File: config.mk
export PLATFORM = sky130hd
export DESIGN_NAME = audio_pwm_out
export DESIGN_NICKNAME = d
export VERILOG_FILES = /design/src/rtl/audio_pwm_out.sv
export SDC_FILE = /design/constraint.sdc
export NUM_CORES = 1
export LEC_CHECK = 0
export CORE_AREA = 2 2 83 85
export CTS_CLUSTER_DIAMETER = 50
export DETAILED_ROUTE_END_ITERATION = 7
export DIE_AREA = 0 0 85 87
export PLACE_DENSITY = 0.59
export SLEW_MARGIN = 30
export SYNTH_ARGS = -nofsm -noshare
export SYNTH_HDL_FRONTEND = slang
export SYNTH_SLANG_ARGS = --single-unit
File: constraint.sdc
create_clock -name clk -period 2.7 [get_ports clk]
set_clock_uncertainty 0.2 [all_clocks]
set_input_delay 0.27 -clock clk [delete_from_list [all_inputs] [get_ports clk]]
set_output_delay 0.27 -clock clk [all_outputs]
set_load 0.1 [all_outputs]
File: src/rtl/audio_pwm_out.sv
// Audio output stage: turns the 8-bit sample stream into a 256-cycle-frame PWM bit,
// with a mute/ramp state machine that fades in and out to avoid clicks.
module audio_pwm_out (
    input  logic       clk,
    input  logic       rst,
    input  logic       en,
    input  logic       div_clk,
    input  logic [7:0] wav,
    input  logic       clr_ovr,
    output logic       pwm_out,
    output logic       amp_en,
    output logic [1:0] state,
    output logic       overrun
);

    typedef enum logic [1:0] {
        IDLE      = 2'd0,
        RAMP_UP   = 2'd1,
        PLAY      = 2'd2,
        RAMP_DOWN = 2'd3
    } state_t;

    state_t     st;
    logic       div_q;
    logic       strobe;
    logic       boundary;
    logic [7:0] fcnt;
    logic [7:0] duty;
    logic [7:0] level;
    logic [7:0] pend;
    logic       pend_valid;

    assign strobe   = div_clk & ~div_q;
    assign boundary = (fcnt == 8'd255);
    assign state    = st;

    always_ff @(posedge clk) begin
        if (rst) begin
            st         <= IDLE;
            div_q      <= 1'b0;
            fcnt       <= 8'd0;
            duty       <= 8'd0;
            level      <= 8'd0;
            pend       <= 8'h80;
            pend_valid <= 1'b0;
            pwm_out    <= 1'b0;
            amp_en     <= 1'b0;
            overrun    <= 1'b0;
        end else begin
            div_q   <= div_clk;
            fcnt    <= fcnt + 8'd1;
            pwm_out <= (fcnt < duty);

            // A boundary strobe is consumed by the next frame, so it never counts as lost.
            if (strobe && pend_valid && (st == PLAY) && !boundary)
                overrun <= 1'b1;
            else if (clr_ovr)
                overrun <= 1'b0;

            if (boundary) begin
                case (st)
                    IDLE: begin
                        duty <= 8'd0;
                        if (en) begin
                            st     <= RAMP_UP;
                            level  <= 8'd0;
                            amp_en <= 1'b1;
                        end
                    end
                    RAMP_UP: begin
                        if (!en) begin
                            st <= RAMP_DOWN;
                        end else if (level == 8'h80) begin
                            st         <= PLAY;
                            duty       <= pend;
                            pend_valid <= 1'b0;
                        end else if (level < 8'h80) begin
                            level <= level + 8'd1;
                            duty  <= level + 8'd1;
                        end else begin
                            level <= level - 8'd1;
                            duty  <= level - 8'd1;
                        end
                    end
                    PLAY: begin
                        if (en) begin
                            duty       <= pend;
                            pend_valid <= 1'b0;
                        end else begin
                            st    <= RAMP_DOWN;
                            level <= duty;
                        end
                    end
                    RAMP_DOWN: begin
                        if (en) begin
                            st <= RAMP_UP;
                        end else if (level == 8'd0) begin
                            st     <= IDLE;
                            duty   <= 8'd0;
                            amp_en <= 1'b0;
                        end else begin
                            level <= level - 8'd1;
                            duty  <= level - 8'd1;
                        end
                    end
                    default: st <= IDLE;
                endcase
            end

            // Placed last so a capture on the boundary leaves pend_valid set.
            if (strobe) begin
                pend       <= wav;
                pend_valid <= 1'b1;
            end
        end
    end

endmodule

==> results.tsv <==
metric	value	unit
diode count	0	
setup TNS	0	ps
final worst-path cycle share	0.8884	
dominant cell type by area after synthesis	dfxtp_1	
core region area	6569	um^2
total track usage	0.1819	
initial antenna violation count	0	
crit path to	level[4]	
share of post-route cells with drive strength above 1	0.1094	
Worst VDD drop	222.5	uV
Power Density	413.3	nW/um^2
Clock Pin Slew Worst Setup and Hold Paths	80	ps
Clock Latency Late Sink	310	ps
Ports	18	
router iterations before antenna repair	6	
Yosys cell types	57	
Rows	30	
Inst Count DP	401	
Commonest cells post-synth	dfxtp_1, nand2_1, nor2_1	
worst setup path class	flip-flop to flip-flop	
share of the synthesized area in the top cell type	0.3118	
status	completed	
Area Growth Syn to Fin	14.59	%
Slew HR	0.5917	
Syn. warnings	0	
Worst Max-Slew Pin Slew	611.1	ps
Critical Path Source Type	flip-flop	
CP required	2690	ps
worst r2r src	level[4]	
Post-Synthesis Cells	312	
minimum clock period	2399	ps
CP Launch Point	level[4]	
Port Buffer Count	17	
CTS Sinks	39	
crit path max fanout	10	
grt ovf	0	
register area share after synthesis	0.3118	
WL final	6591	um
top post-synthesis cells by area	dfxtp_1, ha_1, nand2_1, a21oi_1, nor2_1	
global-route wire length before repair	10770	um
DP Worst Slack	269.4	ps
nets	356	
Hold Buf Count CTS	0	
critical path's largest stage delay	590	ps
Reg-to-Reg End	level[4]	
number of CTS-inserted buffers	5	
Setup Fix Bufs, Post-CTS	0	
RePlAce Congestion	0.8510	
Mapped Nets	340	
number of fill cells	679	
non-filler cells, final	409	
Fmax achieved	416.9	MHz
final setup margin	301.2	ps
die height	87	um
DR iter-0 viols	327	
RSZ-0062 raised after global routing	no	
Detailed Place HPWL	4803	um
top-count cell post-synth	dfxtp_1	
CTS root buf	clkbuf_8	
initial core utilization	0.3811	
Cell Area, Synth	2504	um^2
full die area	7395	um^2
Yosys reg bits	39	
post-synthesis area per instance	8.025	um^2
CP max-delay cell	or4_4	
largest net degree at the start of global routing	29	
Post-synth EDFFs	0	
worst hold path class	flip-flop to flip-flop	
total power	0.001186	W
Worst Setup End Kind	flip-flop	
final hold vios	0	
H-tree levels	2	
DRC errors left	0	
fin. max-slew vios	0	
main flop type after synthesis	dfxtp_1	
vias in the first global route	2167	
routed vias/inst	5.800	
TritonCTS clock tree	built	
reg2reg path depth	5	
via count	2372	
Lkg Pwr	1.064	nW
WHS Path Cells	2	
share of synthesized flip-flops with an asynchronous set or reset	0	
CP cell instances	or4_4 > o32a_1 > and3_4 > a31o_1 > a22o_1	
Worst Path Arrival	2390	ps
CTS-repair resized insts	0	
die width	85	um
WL/cell	16.11	um
max_cap viols	0	
CTS max path bufs	2	
R2R setup slack	300	ps
DRT antenna net count	0	
# setup viols final	0	
-- stage by stage --
| step | utilization | hold WS (ps) | area (um^2) |
|---|---|---|---|
| 5_1_grt | 0.4368 | 288.9 | 2869 |
| 2_1_floorplan | - | 194.3 | 2506 |
| 6_report | 0.4368 | 262.8 | 2869 |
| 3_3_place_gp | 0.4196 | 243.6 | 2756 |
| 3_5_place_dp | 0.4196 | 251.7 | 2756 |
| 4_1_cts | 0.4368 | 264.1 | 2869 |
-- critical path, delay by kind of cell, from the launching register on --
family / cells / cell delay (ps)
flip-flops: 1 / 410
AO/OA/AOI/OAI: 3 / 870
AND/OR/NAND/NOR: 2 / 820
-- state kept, by name, summed over array words and instances, names as in the netlist --
| register | flops |
|---|---|
| duty | 8 |
| fcnt | 8 |
| level | 8 |
| pend | 8 |
| state | 2 |
| amp_en | 1 |
| div_q | 1 |
| overrun | 1 |
| pend_valid | 1 |
| pwm_out | 1 |
-- where the power goes --
part	total, W	leakage [nW]	switching (W)	internal (W)
Combinational	0.0000838	0.688	0.0000445	0.0000394
Sequential	0.000599	0.318	0.00000978	0.000589
Clock	0.000503	0.0581	0.000228	0.000275
-- metal layers --
| layer | track usage | up-vias | share of wire |
|---|---|---|---|
| met2 | 0.2791 | 86 | 0.45 |
| met5 | 0 | - | 0 |
| met3 | 0.03128 | 12 | 0.052 |
| met4 | 0.07215 | 0 | 0.026 |
| li1 | - | 1172 | - |
| met1 | 0.2536 | 1102 | 0.47 |
-- cell type report --
cell class	count	area, um^2	area share
inverters	15	56.30	0.01962
multi-input cells	238	1569	0.5469
repair buffers	29	247.7	0.08635
clock inverters	3	43.79	0.01526
flip-flops and latches	39	783.3	0.2730
clock buffers	5	68.82	0.02399
well taps	80	100.1	0.03489
-- cells in the final DEF (no fill, tap or decap), drive strengths merged, types with 3 or more instances in the layout --
master         instances
a211oi                 3
a21o                   6
a21oi                 24
a221o                  3
a222oi                 4
a22o                  10
and3                   8
buf                   17
clkbuf                 5
clkdlybuf4s50         12
dfxtp                 39
ha                    15
inv                   15
mux2i                  4
nand2                 36
nand2b                 6
nand3                  6
nand4                  4
nor2                  26
nor2b                  6
nor3                   4
o21ai                 14
o221ai                 3
o22ai                  3
or2                    3
or3                    3
or4                    3
xnor2                  4
xor2                   7
-- cells by family after synthesis --
kind of cell | after synthesis | synth area share
AOI/OAI and AO/OA | 90 | 0.2519
xor gates and xnor gates | 11 | 0.03848
DFF | 39 | 0.3118
and+or+nand+nor | 116 | 0.2364
buffers and inverters | 35 | 0.06147
muxes | 6 | 0.02499
adders and majority gates | 15 | 0.07496
-- worst min path at each step --
stage                 start  endpoint
floorplan            wav[7]   pend[7]
global placement    pend[3]   pend[3]
detailed placement  pend[3]   pend[3]
CTS                 pend[3]   pend[3]
global route        pend[6]   pend[6]
finish              pend[3]   pend[3]
No activity file was read; power rests on OpenSTA's default activity.
